**config.mk**
```make
export PLATFORM = sky130hd
export DESIGN_NAME = decode_ctrl
export DESIGN_NICKNAME = d
export VERILOG_FILES = /design/src/rtl/decode_ctrl_pkg.sv /design/src/rtl/decode_ctrl_extend.sv /design/src/rtl/decode_ctrl.sv
export SDC_FILE = /design/constraint.sdc
export NUM_CORES = 1
export LEC_CHECK = 0
export CORE_MARGIN = 3
export CORE_UTILIZATION = 49
export DETAILED_ROUTE_END_ITERATION = 16
export PLACE_DENSITY = 0.88
export SYNTH_ARGS = -nofsm -noshare
export SYNTH_HDL_FRONTEND = slang
export SYNTH_SLANG_ARGS = --single-unit
```
**constraint.sdc**
```tcl
create_clock -name clk -period 6.5 [get_ports clk]
set_clock_uncertainty 0.1 [all_clocks]
set_input_delay 1.3 -clock clk [delete_from_list [all_inputs] [get_ports clk]]
set_output_delay 1.3 -clock clk [all_outputs]
set_load 0.01 [all_outputs]
```
**src/rtl/decode_ctrl_pkg.sv**
```systemverilog
// Shared types for the decode stage: scalar aliases, op classes, the
// queue entry struct, occupancy encoding and the load-use helper.
package decode_ctrl_pkg;

    typedef logic [31:0] u32;
    typedef logic [63:0] u64;
    typedef u64          word_t;

    // Op class produced by the combinational decoder ahead of this block.
    typedef enum logic [3:0] {
        OP_NONE   = 4'd0,
        OP_ALU    = 4'd1,
        OP_ALUI   = 4'd2,
        OP_LOAD   = 4'd3,
        OP_STORE  = 4'd4,
        OP_BRANCH = 4'd5,
        OP_LUI    = 4'd6,
        OP_AUIPC  = 4'd7,
        OP_JAL    = 4'd8,
        OP_JALR   = 4'd9,
        OP_SYSTEM = 4'd10
    } decode_op_t;

    localparam int OP_NUM = 11;
    localparam int DEPTH  = 2;

    // One held instruction.
    typedef struct packed {
        u32         instr;
        u64         pc;
        decode_op_t op;
    } entry_t;

    // Queue occupancy; the encoding doubles as the entry count.
    typedef enum logic [1:0] {
        ST_EMPTY = 2'd0,
        ST_ONE   = 2'd1,
        ST_FULL  = 2'd2
    } occ_t;

    // A load in execute blocks the head if it writes either source field.
    // rs2 is compared for every op, so non-R ops may stall conservatively.
    function automatic logic load_use(input u32 instr, input logic ld_valid,
                                      input logic [4:0] rd);
        return ld_valid && (rd != 5'd0) &&
               ((rd == instr[19:15]) || (rd == instr[24:20]));
    endfunction

endpackage

```
**src/rtl/decode_ctrl_extend.sv**
```systemverilog
// Immediate extraction and sign extension for the head entry.
module decode_ctrl_extend
    import decode_ctrl_pkg::*;
(
    input  u32         instr_i,
    input  decode_op_t op_i,
    output word_t      imm_o
);

    // Opcode bits are not needed: the op class already selects the format.
    logic unused_opcode;
    assign unused_opcode = ^instr_i[6:0];

    // Select the immediate format from the op class; other ops give zero.
    always_comb begin
        imm_o = '0;
        case (op_i)
            OP_ALUI, OP_LOAD, OP_JALR:
                imm_o = {{52{instr_i[31]}}, instr_i[31:20]};
            OP_STORE:
                imm_o = {{52{instr_i[31]}}, instr_i[31:25], instr_i[11:7]};
            OP_BRANCH:
                imm_o = {{51{instr_i[31]}}, instr_i[31], instr_i[7],
                         instr_i[30:25], instr_i[11:8], 1'b0};
            OP_LUI, OP_AUIPC:
                imm_o = {{32{instr_i[31]}}, instr_i[31:12], 12'b0};
            OP_JAL:
                imm_o = {{43{instr_i[31]}}, instr_i[31], instr_i[19:12],
                         instr_i[20], instr_i[30:21], 1'b0};
            default:
                imm_o = '0;
        endcase
    end

endmodule

```
**src/rtl/decode_ctrl.sv**
```systemverilog
// Two-entry decode queue between fetch and execute with load-use stall
// detection on the head entry, flush and a saturating stall counter.
//
// Handshake: a transfer happens on a rising edge where valid and ready are
// both high. f_ready depends only on registered state (and reset); d_valid
// drops combinationally on a load-use hazard or flush. While d_valid is high
// and d_ready low the head fields do not change.
module decode_ctrl
    import decode_ctrl_pkg::*;
(
    input  logic        clk,
    input  logic        reset_n,
    input  logic        f_valid,
    output logic        f_ready,
    input  u32          f_instr,
    input  u64          f_pc,
    input  decode_op_t  f_op,
    output logic        d_valid,
    input  logic        d_ready,
    output u32          d_instr,
    output u64          d_pc,
    output decode_op_t  d_op,
    output word_t       d_imm,
    input  logic        ex_load_valid,
    input  logic [4:0]  ex_rd,
    input  logic        flush,
    output logic [31:0] stall_cnt,
    output occ_t        state_dbg
);

    occ_t        count_q;
    logic        head_q;
    entry_t      slot_q [DEPTH];
    logic [31:0] stall_cnt_q;
    logic [31:0] stall_cnt_d;

    entry_t head_e;
    logic   tail;
    logic   hazard;
    logic   enq;
    logic   deq;
    logic   stall_inc;

    assign head_e    = slot_q[head_q];
    assign tail      = head_q ^ count_q[0];
    assign hazard    = load_use(head_e.instr, ex_load_valid, ex_rd);

    // Gating with reset_n keeps fetch blocked while reset is held.
    assign f_ready   = reset_n & (count_q != ST_FULL);
    assign d_valid   = (count_q != ST_EMPTY) & ~hazard & ~flush;
    assign enq       = f_valid & f_ready & ~flush;
    assign deq       = d_valid & d_ready;
    assign stall_inc = (count_q != ST_EMPTY) & hazard & ~flush;

    assign d_instr   = head_e.instr;
    assign d_pc      = head_e.pc;
    assign d_op      = head_e.op;
    assign stall_cnt = stall_cnt_q;
    assign state_dbg = count_q;

    decode_ctrl_extend u_extend (
        .instr_i (head_e.instr),
        .op_i    (head_e.op),
        .imm_o   (d_imm)
    );

    // Occupancy FSM: flush empties the queue; enq+deq together keep count.
    always_ff @(posedge clk or negedge reset_n) begin
        if (!reset_n) begin
            count_q <= ST_EMPTY;
            head_q  <= 1'b0;
        end else if (flush) begin
            count_q <= ST_EMPTY;
            head_q  <= 1'b0;
        end else begin
            if (deq) begin
                head_q <= ~head_q;
            end
            case ({enq, deq})
                2'b10:   count_q <= (count_q == ST_EMPTY) ? ST_ONE : ST_FULL;
                2'b01:   count_q <= (count_q == ST_FULL) ? ST_ONE : ST_EMPTY;
                default: count_q <= count_q;
            endcase
        end
    end

    // Entry storage: accepted fetch data lands in the tail slot.
    always_ff @(posedge clk or negedge reset_n) begin
        if (!reset_n) begin
            for (int i = 0; i < DEPTH; i++) begin
                slot_q[i] <= '0;
            end
        end else if (enq) begin
            slot_q[tail] <= '{instr: f_instr, pc: f_pc, op: f_op};
        end
    end

    // Stall counter next value, saturating at all-ones.
    always_comb begin
        stall_cnt_d = stall_cnt_q;
        if (stall_inc && (stall_cnt_q != 32'hFFFF_FFFF)) begin
            stall_cnt_d = stall_cnt_q + 32'd1;
        end
    end

    // Stall counter register.
    always_ff @(posedge clk or negedge reset_n) begin
        if (!reset_n) begin
            stall_cnt_q <= '0;
        end else begin
            stall_cnt_q <= stall_cnt_d;
        end
    end

endmodule

```
After elaboration in Yosys (flattened, before gate mapping)
Index checks and enable logic that the tools add are counted.
{"block": "totals", "reg_bits": 235, "in_bits": 111, "output_inout_bits": 200, "word_cells": 67}
{"block": "classes", "addsub": 1, "order_cmp": 3, "eq_ne": 15, "muxes": 13, "bitwise": 14, "reduce_logical": 12}
{"cell": "2-to-1 mux 100 bit", "n": 4}
{"cell": "case mux 64 bit (5 select lines)", "n": 1}
{"cell": "bitwise mux 200 bit", "n": 1}
{"cell": "demux 100 bit (select 1 bit)", "n": 1}
{"cell": "adder 32 x 1 -> 32 bit (second input constant)", "n": 1}
{"cell": "!= test 32 bit (second input constant)", "n": 1}
{"cell": "equality test 4 x 3 -> 1 bit (second input constant)", "n": 4}
{"cell": "equality test 5 bit", "n": 2}
{"cell": "AND 1 bit", "n": 8}
{"cell": "equality test 4 x 2 -> 1 bit (second input constant)", "n": 2}
{"cell": "equality test 4 bit (second input constant)", "n": 2}
{"cell": "nonzero test 5 bit", "n": 1}
{"cell": "equality test 2 bit (second input constant)", "n": 2}
{"cell": "greater-or-equal comparator 2 bit (second input constant)", "n": 2}
{"cell": "logical AND 1 bit", "n": 4}
{"cell": "2-to-1 mux 2 bit", "n": 2}
{"cell": "inverter 1 -> 2 bit", "n": 2}
{"cell": "case mux 2 bit (2 select lines)", "n": 1}
{"cell": "nonzero test 2 bit", "n": 2}
{"cell": "2-to-1 mux 1 bit", "n": 3}
{"cell": "inverter 1 bit", "n": 3}
{"cell": "nonzero test 3 bit", "n": 1}
{"cell": "OR reduction 3 bit", "n": 1}
{"cell": "equality test 2 x 1 -> 1 bit (second input constant)", "n": 1}
{"cell": "6 further kinds", "n": 6}

Depth between registers and ports, before layout
Gate-level depths: netlist of run 1.
{"block": "logic_depth", "ltp_word": 14, "ltp_mapped": 10, "depth_no_buf": 7}

Modules after synthesis
A second synthesis of run 1 with hierarchy kept.
{"block": "hier_totals", "hier_cells": 859, "hier_area_um2": 11352.1}
{"module": "decode_ctrl", "instances": 1, "cells_each": 747, "area_each_um2": 10623.9, "seq_area_each_um2": 5880.6}
{"module": "decode_ctrl_extend", "instances": 1, "cells_each": 112, "area_each_um2": 728.2, "seq_area_each_um2": 0.0}

Least setup slack after synthesis of run 1
No wires, ideal clock.
{"block": "synth_path", "kind": "flip-flop to output port", "start": "reg head_q", "end": "out d_imm[32] in the netlist's numbering", "arrival_time_ps": 3049, "t_required_ps": 5100, "slack_ps": 2051, "path_stages_with_launch": 10, "path_buffers": 5, "cell_sequence": "dfrtp_1 > buf_6 > buf_8 > buf_2 > mux2i_1 > inv_1 > buf_2 > o21ai_0 > a21oi_1 > buf_4"}
{"item": "from (decl)", "line": "decode_ctrl.sv:32", "rtl": "logic head_q;"}
{"item": "from (signal assigned)", "line": "decode_ctrl.sv:77", "rtl": "head_q <= ~head_q;"}
{"item": "to (decl)", "line": "decode_ctrl.sv:23", "rtl": "output word_t d_imm,"}

==> results of run 1 <==
cell type report:
class | instances | area (um2) | area share
clock buffers | 39 | 728.2 | 0.04822
repair buffers | 317 | 3161 | 0.2093
inverters | 26 | 97.59 | 0.006462
clock inverters | 4 | 48.80 | 0.003231
flip-flops and latches | 235 | 5884 | 0.3896
well taps | 280 | 350.3 | 0.02320
multi-input cells | 518 | 4832 | 0.3200
metal layers:
metal / share of wire / track usage / up-vias
met5: 0 / 0 / -
met4: 0.027 / 0.05579 / 0
met3: 0.076 / 0.05774 / 44
met2: 0.50 / 0.3669 / 286
met1: 0.40 / 0.2683 / 3817
li1: - / - / 3533
cell usage after synthesis, types with 2 or more instances:
master,count,share of area
mux2_2,278,0.28
dfrtp_1,235,0.52
buf_4,33,0.022
xor2_1,28,0.022
inv_1,26,0.0087
nand2_1,26,0.0087
o21ai_0,26,0.012
nor2_1,19,0.0063
mux2i_1,18,0.016
buf_2,17,0.0076
clkbuf_1,14,0.0047
nor3_1,13,0.0058
xnor2_1,13,0.010
buf_1,11,0.0037
nand3_1,11,0.0049
a21oi_1,10,0.0044
nand4_1,10,0.0056
nor3_2,10,0.0089
nor4_1,9,0.0050
and3_1,6,0.0033
o22ai_1,6,0.0033
mux2i_2,5,0.0061
nor4_2,4,0.0044
and4_1,3,0.0023
a22oi_2,2,0.0022
buf_6,2,0.0020
nor4b_2,2,0.0027
final timing paths:
| kind | start | endpoint | slack (ns) | depth (start not counted) |
|---|---|---|---|---|
| max | head_q$_DFFE_PN0P_ | d_imm[29] | 1.09 | 8 |
| min | stall_cnt[16]$_DFFE_PN0P_ | stall_cnt[16]$_DFFE_PN0P_ | 0.39 | 1 |
| max reg2reg | head_q$_DFFE_PN0P_ | head_q$_DFFE_PN0P_ | 2.59 | 7 |
| min reg2reg | stall_cnt[16]$_DFFE_PN0P_ | stall_cnt[16]$_DFFE_PN0P_ | 0.39 | 1 |
| max in group asynchronous | reset_n | head_q$_DFFE_PN0P_ | 4.03 | 2 |
| min in group asynchronous | reset_n | slot_q[24]$_DFFE_PN0P_ | 0.70 | 1 |
sequential cells by signal, summed over array words and instances (netlist names):
| signal | count |
|---|---|
| slot_q | 200 |
| state_dbg | 2 |
| head_q | 1 |
| stall_cnt | 32 |
worst max-delay path, delay by kind of cell (launching register included):
kind                   cells  cell delay [ns]
buffers and inverters      2             0.71
and+or+nand+nor            3             1.35
muxes                      1             0.39
DFF                        1             0.73
AOI/OAI and AO/OA          2             0.31
power breakdown:
part	switching, mW	internal, mW
combinational	1.04	1.50
clock	0.546	0.804
sequential	0.276	2.00
logic make-up after synthesis:
group,Yosys count,synth area share
muxes,303,0.3036
xor gates and xnor gates,41,0.03190
adders and majority gates,1,0.001111
DFF,235,0.5225
AOI/OAI and AO/OA,52,0.02701
buffers and inverters,104,0.04991
and+or+nand+nor,121,0.06403
==> summary.md, run 1 <==
| Metric | Value |
|---|---|
| Clock latency on the worst-skew pair | `0.51 ns` |
| Min Tclk post-route | `5.405 ns` |
| Crit-path cells | `mux2i_1 > inv_1 > nand2_1 > a21oi_1 > nor2_1 > or2_2 > o21ai_0 > clkdlybuf4s50_1` |
| Slew HR | `0.2685` |
| Power per cell area | `407.9 mW/mm2` |
| Drt wl/cell | `19.17 um` |
| Post-synth EDFFs | `0` |
| Most used DFF post-synth | `dfrtp_1` |
| # diodes | `0` |
| Max cap viols | `0` |
| Post-route insts no fill | `1419` |
| FILL cells | `1554` |
| Clock Path Buffers | `3` |
| Vias in the first global route | `7936` |
| Post-route cell area | `0.01510 mm2` |
| Die height | `157.6 um` |
| Total power | `6.160 mW` |
| Fin worst setup slack | `1.095 ns` |
| Port buffer count | `310` |
| HP Class | `reg -> reg` |
| Commonest cells after routing, fill and taps aside | `309 x clkdlybuf4s50_1, 278 x mux2_2, 234 x dfrtp_1, 28 x xor2_1` |
| H-tree levels | `1` |
| Max stage delay cell, worst path | `dfrtp_4` |
| Via/cell ratio | `5.412` |
| Most common cell after layout, fill and taps aside | `clkdlybuf4s50_1` |
| Final core occ | `0.6794` |
| CTS tree | `yes` |
| Iter 0 DRT Violations | `325` |
| CP max stage delay | `0.73 ns` |
| Layout cells sized above 1 | `0.3099` |
| Mapped Nets | `969` |
| Pre-antenna DRT Iters | `5` |
| Clock Sinks | `235` |
| Final Setup Violations | `0` |
| Yosys cell types | `47` |
| Setup bufs post-CTS | `0` |
| Req. time, crit path | `5.10 ns` |
| Ys async rst share | `1.000` |
| Final hold vios | `0` |
| Setup TNS | `0 ns` |
| Die X | `157.6 um` |
| DR DRC count | `0` |
| Pre-CTS setup slack | `1.510 ns` |
| Synth Instances | `857` |
| GRT Resource Usage Total | `0.2134` |
| Num rows | `54` |
| Placed cells | `1376` |
| GPL Wtd Cong | `0.8270` |
| Gr ovfl total | `0` |
| I/O pins | `311` |
| Slew Viols, Final | `0` |
| Die Area | `0.02483 mm2` |
| DRT Wirelength | `27200 um` |
| Placed cell area | `0.01433 mm2` |
| Core Box Area | `0.02223 mm2` |
| Least-Margin Pin Slew | `1.097 ns` |
| Hold_ws | `0.3932 ns` |
| Root buf cell | `clkbuf_16` |
| Antenna violations before repair | `0` |
| Critical path startpoint category | `flop` |
| Post-synthesis register bit count | `235` |
| Synthesized area per cell | `13.13 um2` |
| Achievable frequency | `0.1850 GHz` |
| Post-layout nets | `1235` |
| Worst vdd ir | `279.7 uV` |
| Post-cts repair resize count | `0` |
| Critical Path AT | `4.01 ns` |
| Hold-fix buffers at CTS | `0` |
| Layout area overhead | `34.17%` |
| First-pass GRT wire length | `42540 um` |
| Clock Pin Slew Worst Setup and Hold Paths | `0.06 ns` |
| Crit Path Max Fanout | `32` |
| Routed Antenna Nets | `0` |
| Clock buffer count from CTS | `25` |
| Largest net degree at the start of global routing | `97` |
| Critical path type | `reg -> out` |
| Unrepaired setup endpoints after global routing | `no` |
| CP endpoint kind | `primary output` |
| Synth warn | `0` |
| Synth Cell Area | `0.01126 mm2` |
| Post-DP HPWL | `19190 um` |
| Outcome | `complete, no violations` |
| Via count | `7680` |
| Lkg Pwr | `6.449 nW` |
| Starting density of the core | `0.5064` |
| Tcrit/Tclk final | `0.8316` |
| Sequential fraction of the synthesis area | `0.5225` |
No activity file was read; power rests on OpenSTA's default activity.
==> run 2: changes to the inputs <==
CORE_UTILIZATION = 44   (was 49)
PLACE_DENSITY = 0.84   (was 0.88)
clock period = 4.4 ns   (was 6.5 ns; I/O delays follow)
==> run 2 against run 1 <==
Clock power is 47% higher. Sequential share of layout area decreased by 0.56 points. Worst hold slack lost 0.25 ns. First-iteration DRC count down 1.2%. Critical endpoint is now d_imm[26]. Critical path type unchanged. Final cell count grew 4.4%. Clock-buffer cell count up 1. Largest power group unchanged.
==> summary.md, run 2 (same netlist as run 1, synthesis figures left out) <==
| Metric | Value |
|---|---|
| DRT Wirelength | `27750 um (was 27200 um)` |
| Req. time, crit path | `3.42 ns (was 5.10 ns)` |
| Slew HR | `0.3359 (was 0.2685)` |
| Drt wl/cell | `18.74 um (was 19.17 um)` |
| Final core occ | `0.6191 (was 0.6794)` |
| GPL Wtd Cong | `0.8256 (was 0.8270)` |
| Gr ovfl total | `0 (unchanged)` |
| Num rows | `57 (was 54)` |
| Clock Path Buffers | `3 (unchanged)` |
| Iter 0 DRT Violations | `321 (was 325)` |
| Die height | `165.9 um (was 157.6 um)` |
| Clock Pin Slew Worst Setup and Hold Paths | `0.06 ns (about the same)` |
| Final Setup Violations | `0 (unchanged)` |
| Root buf cell | `clkbuf_16 (unchanged)` |
| Commonest cells after routing, fill and taps aside | `309 x clkdlybuf4s50_1, 278 x mux2_2, 234 x dfrtp_1, 28 x xor2_1, 27 x clkbuf_16 (was 309 x clkdlybuf4s50_1, 278 x mux2_2, 234 x dfrtp_1, 28 x xor2_1)` |
| GRT Resource Usage Total | `0.1951 (was 0.2134)` |
| Final hold vios | `0 (unchanged)` |
| Footprint of the multi-input gates | `0.004870 mm2 (was 0.004832 mm2)` |
| Pre-CTS setup slack | `0.2379 ns (was 1.510 ns)` |
| H-tree levels | `1 (unchanged)` |
| Clock buffer count from CTS | `26 (was 25)` |
| Max FFs per register | `200 (unchanged)` |
| Via/cell ratio | `5.226 (was 5.412)` |
| Routed Antenna Nets | `0 (unchanged)` |
| Max stage delay cell, worst path | `clkdlybuf4s50_1 (was dfrtp_4)` |
| Largest net degree at the start of global routing | `79 (was 97)` |
| Least-Margin Pin Slew | `0.9962 ns (was 1.097 ns)` |
| I/O pins | `311 (unchanged)` |
| Post-DP HPWL | `19590 um (was 19190 um)` |
| Placed cell area | `0.01448 mm2 (was 0.01433 mm2)` |
| Achievable frequency | `0.2362 GHz` |
| Hold_ws | `0.1395 ns (was 0.3932 ns)` |
| Tcrit/Tclk final | `0.9623` |
| Pre-antenna DRT Iters | `4 (was 5)` |
| CP endpoint kind | `primary output (unchanged)` |
| CTS tree | `yes (unchanged)` |
| Vias in the first global route | `8249 (was 7936)` |
| Power per cell area | `595.4 mW/mm2 (was 407.9 mW/mm2)` |
| Layout area overhead | `36.12% (was 34.17%)` |
| Critical Path AT | `3.25 ns (was 4.01 ns)` |
| Post-route insts no fill | `1481 (was 1419)` |
| Worst vdd ir | `382.1 uV (was 279.7 uV)` |
| First-pass GRT wire length | `44420 um (was 42540 um)` |
| Setup TNS | `0 ns (unchanged)` |
| Hold-fix buffers at CTS | `0 (unchanged)` |
| Die X | `165.9 um (was 157.6 um)` |
| Clock Sinks | `235 (unchanged)` |
| Unrepaired setup endpoints after global routing | `no (unchanged)` |
| Most common cell after layout, fill and taps aside | `clkdlybuf4s50_1 (unchanged)` |
| Max cap viols | `0 (unchanged)` |
| Min Tclk post-route | `4.234 ns` |
| HP Class | `in -> async (was reg -> reg)` |
| Port buffer count | `310 (unchanged)` |
| Antenna violations before repair | `3 (was 0)` |
| Fin worst setup slack | `0.1660 ns (was 1.095 ns)` |
| Lkg Pwr | `6.525 nW (was 6.449 nW)` |
| Slew Viols, Final | `0 (unchanged)` |
| Critical path startpoint category | `flop (unchanged)` |
| Total power | `9.123 mW (was 6.160 mW)` |
| Clock latency on the worst-skew pair | `0.52 ns (was 0.51 ns)` |
| Largest register by flop count | `slot_q (unchanged)` |
| Starting density of the core | `0.4548 (was 0.5064)` |
| DR DRC count | `0 (unchanged)` |
| FILL cells | `1923 (was 1554)` |
| Placed cells | `1430 (was 1376)` |
| Core Box Area | `0.02475 mm2 (was 0.02223 mm2)` |
| Layout cells sized above 1 | `0.3241 (was 0.3099)` |
| Crit Path Max Fanout | `11 (was 32)` |
| Crit-path cells | `mux2i_4 > inv_1 > nor3_2 > nor2_1 > buf_4 > or2_2 > o21ai_0 > clkdlybuf4s50_1 (was mux2i_1 > inv_1 > nand2_1 > a21oi_1 > nor2_1 > or2_2 > o21ai_0 > clkdlybuf4s50_1)` |
| Die Area | `0.02754 mm2 (was 0.02483 mm2)` |
| Critical path type | `reg -> out (unchanged)` |
| CP max stage delay | `0.61 ns (was 0.73 ns)` |
| Outcome | `complete, no violations (unchanged)` |
| Via count | `7739 (was 7680)` |
| FF+latch area | `0.005884 mm2 (unchanged)` |
| Post-route cell area | `0.01532 mm2 (was 0.01510 mm2)` |
| Post-layout nets | `1249 (was 1235)` |
==> run 2: cell types whose count changed in the layout (fill, tap and decap cells not counted), moves of 3 or more <==
cell      before  now
buf_4          7   17
clkbuf_8       5    2
clkinv_2       2    5
diode_2        0    3
==> run 2: layer usage <==
metal	track usage	share of wire
met1	0.2286	0.39
met2	0.3432	0.50
met3	0.05094	0.075
met4	0.07631	0.039
met5	0	0.00047
==> run 2: timing repair <==
action                                 4_1_cts  5_1_grt
endpoints found under the hold margin        0        0
setup buffers                                1        2
setup endpoints to repair                   10       19
resized for setup                            1        9
cloned                                       0        0
==> run 2: report_power, final <==
part	internal (mW)	total, mW	switching [mW]
Combinational	2.25	3.77	1.52
Sequential	2.96	3.36	0.406
Clock	1.15	1.99	0.832
==> run 2: worst paths after layout <==
check                                         start                         to  slack [ns]  cells after the start
setup / recovery                 head_q$_DFFE_PN0P_                  d_imm[26]        0.17                      8
hold / removal                              reset_n  stall_cnt[22]$_DFFE_PN0P_        0.14                      1
setup reg to reg                 head_q$_DFFE_PN0P_   stall_cnt[1]$_DFFE_PN0P_        1.30                      8
hold reg to reg            stall_cnt[8]$_DFFE_PN0P_   stall_cnt[8]$_DFFE_PN0P_        0.39                      1
max in group asynchronous                   reset_n     slot_q[38]$_DFFE_PN0P_        2.18                      3
min in group clk           stall_cnt[8]$_DFFE_PN0P_   stall_cnt[8]$_DFFE_PN0P_        0.39                      1
==> run 2: cell type report <==
class	count	share of cell area
sequential	235	0.3841
inverter	26	0.006370
clock buffer	40	0.04859
antenna	3	0.0004900
timing repair buffer	330	0.2145
tap	324	0.02646
clock inverter	5	0.001633
multi-input combinational	518	0.3178
==> run 2: worst max-delay path, delay by kind of cell (launching register included) <==
kind	cells	cell delay, ns
buf+inv	3	0.92
simple gates	3	0.74
flops	1	0.51
mux	1	0.34
compound gates	1	0.21
==> run 3: changes to the inputs <==
CTS_CLUSTER_DIAMETER = 100   (was default)
GPL_TIMING_DRIVEN = 0   (was default)
HOLD_SLACK_MARGIN = 0.06   (was default)
==> run 3 against run 2 <==
Combinational power is 7.4% higher. Utilization rose by 2.3 points. Design area grew 3.7%. Critical path type unchanged.
==> summary.md, run 3 (same netlist as run 1, synthesis figures left out) <==
| Metric | Value |
|---|---|
| Achievable frequency | `0.2342 GHz (was 0.2362 GHz)` |
| Slew HR | `0.3936 (was 0.3359)` |
| Pint | `6.923 mW (was 6.363 mW)` |
| Lkg Pwr | `6.840 nW (was 6.525 nW)` |
| DRT Wirelength | `28300 um (was 27750 um)` |
| Crit path to | `d_imm[26] (unchanged)` |
| Pre-CTS setup slack | `-0.3560 ns (was 0.2379 ns)` |
| Critical path type | `reg -> out (unchanged)` |
| Port buffer count | `310 (unchanged)` |
| Tcrit/Tclk final | `0.9702 (was 0.9623)` |
| Part of the power in registers | `0.342 (was 0.369)` |
| HP Class | `in -> async (unchanged)` |
| Critical path startpoint category | `flop (unchanged)` |
| Outcome | `complete, no violations (unchanged)` |
| Antenna violations before repair | `3 (unchanged)` |
| Max cap viols | `0 (unchanged)` |
| Iter 0 DRT Violations | `295 (was 321)` |
| Final hold vios | `0 (unchanged)` |
| FILL cells | `1853 (was 1923)` |
| Clock Path Buffers | `3 (unchanged)` |
| Crit Path Max Fanout | `10 (was 11)` |
| Unrepaired setup endpoints after global routing | `no (unchanged)` |
| Routed Antenna Nets | `0 (unchanged)` |
| Core Box Area | `0.02475 mm2 (unchanged)` |
| Switching Power | `2.847 mW (was 2.760 mW)` |
| Clock buffer count from CTS | `26 (unchanged)` |
| GRT Resource Usage Total | `0.1997 (was 0.1951)` |
| Largest net degree at the start of global routing | `123 (was 79)` |
| Via count | `7951 (was 7739)` |
| Power per cell area | `614.7 mW/mm2 (was 595.4 mW/mm2)` |
| Clock Sinks | `235 (unchanged)` |
| Max FFs per register | `200 (unchanged)` |
| Die height | `165.9 um (unchanged)` |
| H-tree levels | `1 (unchanged)` |
| Crit. Startpoint | `head_q$_DFFE_PN0P_ (unchanged)` |
| Layout area overhead | `41.21% (was 36.12%)` |
| Starting density of the core | `0.4548 (unchanged)` |
| CP endpoint kind | `primary output (unchanged)` |
| I/O pins | `311 (unchanged)` |
| CTS tree | `yes (unchanged)` |
| Via/cell ratio | `5.136 (was 5.226)` |
| Root buf cell | `clkbuf_16 (unchanged)` |
| Fin worst setup slack | `0.1309 ns (was 0.1660 ns)` |
| Num rows | `57 (unchanged)` |
| Most common cell after layout, fill and taps aside | `clkdlybuf4s50_1 (unchanged)` |
| Hold_ws | `0.2895 ns (was 0.1395 ns)` |
| Vias in the first global route | `8364 (was 8249)` |
| Final Setup Violations | `0 (unchanged)` |
| R2r setup slk | `1.70 ns (was 1.30 ns)` |
| Layout cells sized above 1 | `0.3462 (was 0.3241)` |
| Clock Pin Slew Worst Setup and Hold Paths | `0.06 ns (about the same)` |
| FF-to-FF End | `slot_q[197]$_DFFE_PN0P_ (was stall_cnt[1]$_DFFE_PN0P_)` |
| Clk pwr share | `0.244 (was 0.218)` |
| Critical Path AT | `3.29 ns (was 3.25 ns)` |
| Reg2Reg Depth | `7 (was 8)` |
| Req. time, crit path | `3.42 ns (about the same)` |
| GPL Wtd Cong | `0.8382 (was 0.8256)` |
| Net Sw Frac | `0.2914 (was 0.3025)` |
| Min Tclk post-route | `4.269 ns (was 4.234 ns)` |
| Drt wl/cell | `18.28 um (was 18.74 um)` |
| Worst R2R Start | `head_q$_DFFE_PN0P_ (unchanged)` |
| Die X | `165.9 um (unchanged)` |
| Clock latency on the worst-skew pair | `0.51 ns (was 0.52 ns)` |
| Die Area | `0.02754 mm2 (unchanged)` |
| DR DRC count | `0 (unchanged)` |
| Worst vdd ir | `387.5 uV (was 382.1 uV)` |
| Slew Viols, Final | `0 (unchanged)` |
| Gr ovfl total | `0 (unchanged)` |
| Least-Margin Pin Slew | `0.9096 ns (was 0.9962 ns)` |
| Commonest cells after routing, fill and taps aside | `308 x clkdlybuf4s50_1, 278 x mux2_2, 235 x dfrtp_1, 39 x buf_4, 28 x xor2_1 (was 309 x clkdlybuf4s50_1, 278 x mux2_2, 234 x dfrtp_1, 28 x xor2_1, 27 x clkbuf_16)` |
| Gate power share | `0.414 (about the same)` |
| Post-layout nets | `1315 (was 1249)` |
| Pre-antenna DRT Iters | `5 (was 4)` |
| Largest register by flop count | `slot_q (unchanged)` |
| First-pass GRT wire length | `45330 um (was 44420 um)` |
| Post-DP HPWL | `20900 um (was 19590 um)` |
==> run 3: cell count changes in the layout (fill, tap and decap cells not counted), moves of 3 or more <==
cell,delta
bufinv_16,+6
clkbuf_1,+5
buf_4,+22
o21ai_1,+3
o21ai_0,-3
buf_2,+17
buf_1,+10
==> run 3: timing repair <==
action / CTS / global route
hold endpoints to repair: 0 / 0
hold buffers: 0 / 0
setup endpoints to repair: 71 / 42
pin swaps: 1 / 1
buffers inserted: 1 / 5
gates resized for setup: 17 / 8
gates cloned: 0 / 0
==> run 3: through the flow <==
stage	cells	power, mW	setup TNS, ns	util	cell area (um2)
final	1548	9.770	0	0.6422	15890
after global routing	1548	10.30	0	0.6422	15890
after CTS	1541	9.827	0	0.6400	15840
after detailed placement	1493	7.350	-2.308	0.5987	14820
after global placement	1491	7.228	-3181.28	0.5966	14760
after floorplan	857	5.378	0	-	11260
==> run 3: power by group through the flow <==
stage          sequential [mW]  clock (mW)  combinational, mW
5_1_grt                   3.45        2.54               4.32
6_report                  3.34        2.38               4.05
3_3_place_gp              3.32           0               3.91
4_1_cts                   3.34        2.44               4.04
3_5_place_dp              3.36           0               3.99
2_1_floorplan             3.24           0               2.13
==> run 3: final cells by class <==
| type | instances | area (um2) | share of cell area |
|---|---|---|---|
| buffer | 78 | 474.2 | 0.02984 |
| tap | 324 | 405.4 | 0.02551 |
| timing repair buffer | 318 | 3194 | 0.2010 |
| sequential | 235 | 5881 | 0.3700 |
| antenna | 2 | 5.005 | 0.0003149 |
| inverter | 26 | 97.59 | 0.006140 |
| clock inverter | 13 | 227.7 | 0.01433 |
| clock buffer | 34 | 732.0 | 0.04605 |
| multi-input combinational | 518 | 4877 | 0.3069 |
==> run 3: metal layers <==
metal,vias to the layer above,routed length (um),global-route usage
li1,3705,-,-
met1,3938,11670,0.2475
met2,258,14150,0.3544
met3,48,1823,0.04594
met4,2,645,0.04991
met5,-,13,0
==> run 3: how the worst min path moves through the flow <==
stage                              start                         to  slack [ns]  cells past startpoint
2_1_floorplan      slot_q[0]$_DFFE_PN0P_      slot_q[0]$_DFFE_PN0P_        0.37                      1
3_3_place_gp   stall_cnt[16]$_DFFE_PN0P_  stall_cnt[16]$_DFFE_PN0P_        0.38                      1
3_5_place_dp      slot_q[31]$_DFFE_PN0P_     slot_q[31]$_DFFE_PN0P_        0.39                      1
4_1_cts                          reset_n     slot_q[14]$_DFFE_PN0P_        0.35                      1
5_1_grt                          reset_n     slot_q[14]$_DFFE_PN0P_        0.34                      1
6_report                         reset_n     slot_q[14]$_DFFE_PN0P_        0.29                      1
==> run 3: critical path, cell delays in order (launching register included) <==
cell,delay [ns]
dfrtp_1,0.38
buf_6,0.14
buf_8,0.16
mux2i_2,0.20
inv_1,0.23
nand2_2,0.17
a21oi_2,0.20
nor2_4,0.06
or2_2,0.28
clkbuf_2,0.23
o21ai_1,0.16
clkdlybuf4s50_1,0.57
